`config.mk`:
```
export PLATFORM = sky130hd
export DESIGN_NAME = tx_frame_sequencer
export DESIGN_NICKNAME = d
export VERILOG_FILES = /design/src/rtl/uart_pkg.sv /design/src/rtl/tx_frame_sequencer_parity.sv /design/src/rtl/tx_frame_sequencer.sv
export SDC_FILE = /design/constraint.sdc
export NUM_CORES = 1
export LEC_CHECK = 0
export BUFFER_PORTS_ARGS = -buffer_cell sky130_fd_sc_hd__buf_2
export CAP_MARGIN = 0
export CORE_MARGIN = 4
export CORE_UTILIZATION = 45
export DETAILED_ROUTE_END_ITERATION = 6
export MAX_ROUTING_LAYER = met4
export PLACE_DENSITY = 0.73
export SETUP_SLACK_MARGIN = 0.4
export SYNTH_ARGS = -nofsm -noshare
export SYNTH_HDL_FRONTEND = slang
export SYNTH_SLANG_ARGS = --single-unit
```
`constraint.sdc`:
```
create_clock -name clock -period 4 [get_ports clock]
set_clock_uncertainty 0.15 [all_clocks]
set_input_delay 1 -clock clock [delete_from_list [all_inputs] [get_ports clock]]
set_output_delay 1 -clock clock [all_outputs]
set_load 0.05 [all_outputs]
```
`src/rtl/uart_pkg.sv`:
```
// uart_pkg
// Shared definitions for the UART transmit path.
//   txState_e        : frame sequencer state encoding
//   NOPARITY00/ODD/EVEN/NOPARITY11 : parity_type field values
//   STOP_ONE/STOP_TWO : stop_bits field values
//   hasParity()      : true when a parity_type value inserts a parity bit
package uart_pkg;

   typedef enum logic [2:0] {
      IDLE   = 3'd0,
      WAIT   = 3'd1,
      START  = 3'd2,
      DATA   = 3'd3,
      PARITY = 3'd4,
      STOP   = 3'd5
   } txState_e;

   localparam logic [1:0] NOPARITY00 = 2'b00;
   localparam logic [1:0] ODD        = 2'b01;
   localparam logic [1:0] EVEN       = 2'b10;
   localparam logic [1:0] NOPARITY11 = 2'b11;

   localparam logic STOP_ONE = 1'b0;
   localparam logic STOP_TWO = 1'b1;

   // Both 00 and 11 mean "no parity", so only the two middle codes add a bit.
   function automatic logic hasParity(input logic [1:0] parityType);
      return (parityType == ODD) || (parityType == EVEN);
   endfunction

endpackage

```
`src/rtl/tx_frame_sequencer_parity.sv`:
```
// Parity
// Combinational parity generator for one payload byte.
//   dataByte_i   : byte to protect
//   parityType_i : parity_type code (00/11 none, 01 odd, 10 even)
//   parityBit_o  : bit to place on the line in the parity slot
module Parity
   import uart_pkg::*;
(
   input  logic [7:0] dataByte_i,
   input  logic [1:0] parityType_i,
   output logic       parityBit_o
);

   // Odd parity makes the total count of ones odd, hence the XNOR reduction;
   // even parity uses the plain XOR reduction. No-parity codes give 0.
   always_comb begin
      parityBit_o = 1'b0;
      case (parityType_i)
         ODD:     parityBit_o = ~^dataByte_i;
         EVEN:    parityBit_o = ^dataByte_i;
         default: parityBit_o = 1'b0;
      endcase
   end

endmodule

```
`src/rtl/tx_frame_sequencer.sv`:
```
// tx_frame_sequencer
// Serialises one byte per accepted request into a UART frame:
// WAIT (line high until the first baud tick), start bit, 8 data bits LSB
// first, optional parity bit, then one or two stop bits.
//   clock       : system clock, rising edge
//   reset_n     : synchronous active-low reset
//   baud_tick   : one-cycle pulse per bit period
//   tx_valid    : requester has a byte
//   tx_data     : byte to send, captured at accept
//   parity_type : 00/11 none, 01 odd, 10 even, captured at accept
//   stop_bits   : 0 one stop bit, 1 two stop bits, captured at accept
//   tx_ready    : sequencer idle and out of reset, can accept
//   tx_serial   : registered serial line, idles high
//   tx_active   : frame in progress
//   tx_done     : one-cycle pulse in the first idle cycle after a frame
module tx_frame_sequencer
   import uart_pkg::*;
#(
   parameter int DATA_BITS = 8
)(
   input  logic                 clock,
   input  logic                 reset_n,
   input  logic                 baud_tick,
   input  logic                 tx_valid,
   input  logic [DATA_BITS-1:0] tx_data,
   input  logic [1:0]           parity_type,
   input  logic                 stop_bits,
   output logic                 tx_ready,
   output logic                 tx_serial,
   output logic                 tx_active,
   output logic                 tx_done
);

   localparam logic [2:0] LAST_IDX = 3'(DATA_BITS - 1);

   txState_e             state_q, state_d;
   logic [2:0]           bitIdx_q, bitIdx_d;
   logic [DATA_BITS-1:0] data_q, data_d;
   logic [1:0]           parity_q, parity_d;
   logic                 stopBits_q, stopBits_d;
   logic                 done_q, done_d;
   logic                 serial_q, serial_d;
   logic                 parityBit;
   logic                 accept;

   // Parity is computed from the latched byte and type so that changes on
   // the request inputs mid-frame cannot disturb the frame in progress.
   Parity uParity (
      .dataByte_i   (data_q),
      .parityType_i (parity_q),
      .parityBit_o  (parityBit)
   );

   assign tx_ready  = (state_q == IDLE) && reset_n;
   assign accept    = tx_valid && tx_ready;
   assign tx_active = (state_q != IDLE);
   assign tx_done   = done_q;
   assign tx_serial = serial_q;

   // Next-state logic and the line value for the current state. In IDLE the
   // baud tick is irrelevant, so a tick that coincides with accept is never
   // counted and WAIT always lasts until a later tick. The bit index doubles
   // as the stop-bit counter, since it is free once DATA is finished.
   always_comb begin
      state_d    = state_q;
      bitIdx_d   = bitIdx_q;
      data_d     = data_q;
      parity_d   = parity_q;
      stopBits_d = stopBits_q;
      done_d     = 1'b0;
      serial_d   = 1'b1;

      case (state_q)
         IDLE: begin
            if (accept) begin
               data_d     = tx_data;
               parity_d   = parity_type;
               stopBits_d = stop_bits;
               bitIdx_d   = 3'd0;
               state_d    = WAIT;
            end
         end
         WAIT: begin
            if (baud_tick) begin
               state_d = START;
            end
         end
         START: begin
            serial_d = 1'b0;
            if (baud_tick) begin
               bitIdx_d = 3'd0;
               state_d  = DATA;
            end
         end
         DATA: begin
            serial_d = data_q[bitIdx_q];
            if (baud_tick) begin
               if (bitIdx_q == LAST_IDX) begin
                  bitIdx_d = 3'd0;
                  state_d  = hasParity(parity_q) ? PARITY : STOP;
               end else begin
                  bitIdx_d = bitIdx_q + 3'd1;
               end
            end
         end
         PARITY: begin
            serial_d = parityBit;
            if (baud_tick) begin
               bitIdx_d = 3'd0;
               state_d  = STOP;
            end
         end
         STOP: begin
            if (baud_tick) begin
               if ((stopBits_q == STOP_TWO) && (bitIdx_q == 3'd0)) begin
                  bitIdx_d = 3'd1;
               end else begin
                  bitIdx_d = 3'd0;
                  done_d   = 1'b1;
                  state_d  = IDLE;
               end
            end
         end
         default: begin
            state_d = IDLE;
         end
      endcase
   end

   // State, counter, latched request and completion pulse. Reset clears the
   // pulse too, so an aborted frame never reports completion.
   always_ff @(posedge clock) begin
      if (!reset_n) begin
         state_q    <= IDLE;
         bitIdx_q   <= 3'd0;
         data_q     <= '0;
         parity_q   <= 2'b00;
         stopBits_q <= 1'b0;
         done_q     <= 1'b0;
      end else begin
         state_q    <= state_d;
         bitIdx_q   <= bitIdx_d;
         data_q     <= data_d;
         parity_q   <= parity_d;
         stopBits_q <= stopBits_d;
         done_q     <= done_d;
      end
   end

   // The line is registered from the current state, so it follows each
   // state or index change one clock later and is glitch-free.
   always_ff @(posedge clock) begin
      if (!reset_n) begin
         serial_q <= 1'b1;
      end else begin
         serial_q <= serial_d;
      end
   end

endmodule

```
==> impl_metrics.env <==
export IMPL_outcome="complete, no violations"
export IMPL_cp_start_kind="input port"
export IMPL_p_leak_nw=0.4636
export IMPL_cts_sinks=19
export IMPL_grt_remaining_overflow=0
export IMPL_routabilityCongestion=0.8478
export IMPL_yosys_most_used_dff="dfxtp_1"
export IMPL_setup_tns_final_ns=0
export IMPL_drtIter0Drc=10
export IMPL_wl_per_cell_um=11.66
export IMPL_p_int_uw=359.2
export IMPL_fp_row_count=17
export IMPL_cts_resized=0
export IMPL_syn_nets=146
export IMPL_final_layout_size_suffix_gt1_share_pct=19.01
export IMPL_p_sw_share_pct=39.65
export IMPL_finalNonFillerCells=170
export IMPL_insertion_delay_ns=0.30
export IMPL_route_vias_total=918
export IMPL_path_clk_slew_ns=0.10
export IMPL_hold_viol=0
export IMPL_maxCapViolations=0
export IMPL_initial_utilization_pct=47.68
export IMPL_synth_cell_types=38
export IMPL_place_worst_setup_slack_ns=0.8803
export IMPL_via_per_inst=5.400
export IMPL_dieArea_um2=3183
export IMPL_place_inst=166
export IMPL_worstPathArrival_ns=1.98
export IMPL_yosysWarnings=0
export IMPL_fin_total_pwr_uw=595.1
export IMPL_syn_instance_count=126
export IMPL_ys_seq_area_share_pct=36.06
export IMPL_first_global_vias=798
export IMPL_grt_total_usage_pct=14.11
export IMPL_crit_path_end_kind="output pin"
export IMPL_numCtsBuffers=3
export IMPL_setup_ws_ns=0.8732
export IMPL_layout_area_overhead_vs_synth_pct=11.98
export IMPL_p_comb_share_pct=39.8
export IMPL_crit_path_max_fanout=14
export IMPL_power_share_sequential_pct=43.8
export IMPL_post_cts_buffers=0
export IMPL_final_cell_mix="nand2_1 (28), dfxtp_1 (19), buf_2 (18)"
export IMPL_die_w_um=56.42
export IMPL_routed_wl_um=1982
export IMPL_setup_viol=0
export IMPL_drv_slew=0
export IMPL_coreArea_um2=2212
export IMPL_tritoncts="built"
export IMPL_grt_max_degree=24
export IMPL_rsz0062_at_grt="no"
export IMPL_hold_buffers=0
export IMPL_async_reset_ff_share_pct=0
export IMPL_worst_pin_slew_ns=0.3500
export IMPL_dp_hpwl_um=1526
export IMPL_htree_levels=1
export IMPL_diodes=0
export IMPL_grt_pass1_wl_um=3553
export IMPL_nFillCells=231
export IMPL_max_freq_mhz=319.8
export IMPL_pwr_share_clk_pct=16.5
export IMPL_synth_seq_cells=19
export IMPL_placedInstanceArea_um2=1155
export IMPL_clockBufferDepth=2
export IMPL_avgSynthCellArea_um2=8.371
export IMPL_ant_nets=0
export IMPL_stdcell_area_um2=1181
export IMPL_worstPathRequired_ns=2.85
export IMPL_crit_type="in -> out"
export IMPL_antenna_found_initial=0
export IMPL_period_share_pct=78.17
export IMPL_final_common_cell="nand2_1"
export IMPL_pin_count=19
export IMPL_power_switching_uw=236.0
export IMPL_nets=163
export IMPL_die_h_um=56.42
export IMPL_portBuffers=18
export IMPL_p_per_area_nw_per_um2=503.9
export IMPL_synth_edf_count=0
export IMPL_clockRootBuffer="clkbuf_4"
export IMPL_slew_headroom_pct=76.63
export IMPL_drc=0
export IMPL_ir_drop_mv=0.2209
export IMPL_drt_pass1_iterations=4
export IMPL_syn_area_um2=1055
export IMPL_hold_path_class="reg -> reg"
export IMPL_fin_crit_ns=3.127
## cells by family (layout without fill, tap and decap cells)
group | Yosys count | after routing | share of synthesized area [%]
simple gates | 48 | 48 | 23.37
compound gates | 32 | 32 | 19.58
flops | 19 | 19 | 36.06
buf+inv | 11 | 27 | 4.151
xor+xnor | 7 | 7 | 5.813
fa+ha+maj | 5 | 5 | 5.931
mux | 4 | 4 | 5.101
## worst max-delay path: stages
cell	delay [ns]
buf_2	0.23
clkinv_1	0.31
nor2_1	0.17
buf_2	0.27
## final timing paths
| check | depth (start not counted) | slack (ns) | end | from |
|---|---|---|---|---|
| worst max-delay path | 4 | 0.87 | tx_ready | reset_n |
| worst min-delay path | 2 | 0.31 | stopBits_q$_SDFFE_PN0P_ | stopBits_q$_SDFFE_PN0P_ |
| worst max register to register | 5 | 1.94 | bitIdx_q[1]$_SDFFE_PN0P_ | state_q[1]$_SDFFE_PN0P_ |
| worst min register to register | 2 | 0.31 | stopBits_q$_SDFFE_PN0P_ | stopBits_q$_SDFFE_PN0P_ |
## synthesized netlist by cell type, types with 2 or more instances
master    number  area, um^2
o21ai_0       12       60.06
or3b_1         2       17.52
nand2_1       28       105.1
dfxtp_1       19       380.4
nor3_1         2       10.01
a211oi_1       2       15.01
inv_1          4       15.01
ha_1           5       62.56
clkbuf_1       4       15.01
o31ai_1        3       22.52
nor2b_1        2       12.51
buf_2          2       10.01
nand2b_1       2       12.51
nor2_1         5       18.77
mux2i_1        2       20.02
xnor2_1        7       61.31
a21oi_1        4       20.02
## per-layer routing
metal | up-vias | routed length (um) | global-route usage, %
met4 | 0 | 10 | 5.085
li1 | 476 | - | -
met2 | 15 | 928 | 21.37
met5 | - | 0 | -
met3 | 2 | 77 | 2.299
met1 | 425 | 966 | 18.92
## power by group through the flow
stage / sequential, mW / clock [mW] / combinational, mW
floorplan: 0.247 / 0 / 0.211
global placement: 0.264 / 0 / 0.233
detailed placement: 0.265 / 0 / 0.239
CTS: 0.260 / 0.101 / 0.240
global route: 0.266 / 0.109 / 0.264
finish: 0.260 / 0.0981 / 0.237
## final cells by class
class	count	area (um^2)	area share, %
tap	28	35.03	2.966
timing repair buffer	18	90.09	7.627
multi-input combinational	96	630.6	53.39
inverter	5	18.77	1.589
sequential	19	380.4	32.20
clock buffer	4	26.28	2.225
## stage by stage
step / hold WS (ns) / utilization, %
after floorplan: 0.2817 / -
after global placement: 0.2986 / 52.21
after detailed placement: 0.3064 / 52.21
after CTS: 0.3211 / 53.39
after global routing: 0.3704 / 53.39
final: 0.3142 / 53.39
## state kept, by name (all words and copies together) (netlist names)
signal and cells:
tx_serial 1, parity_q 2, data_q 8, state_q 3, tx_done 1, bitIdx_q 3
stopBits_q 1
Note: power is estimated with default switching activity, not from simulation.
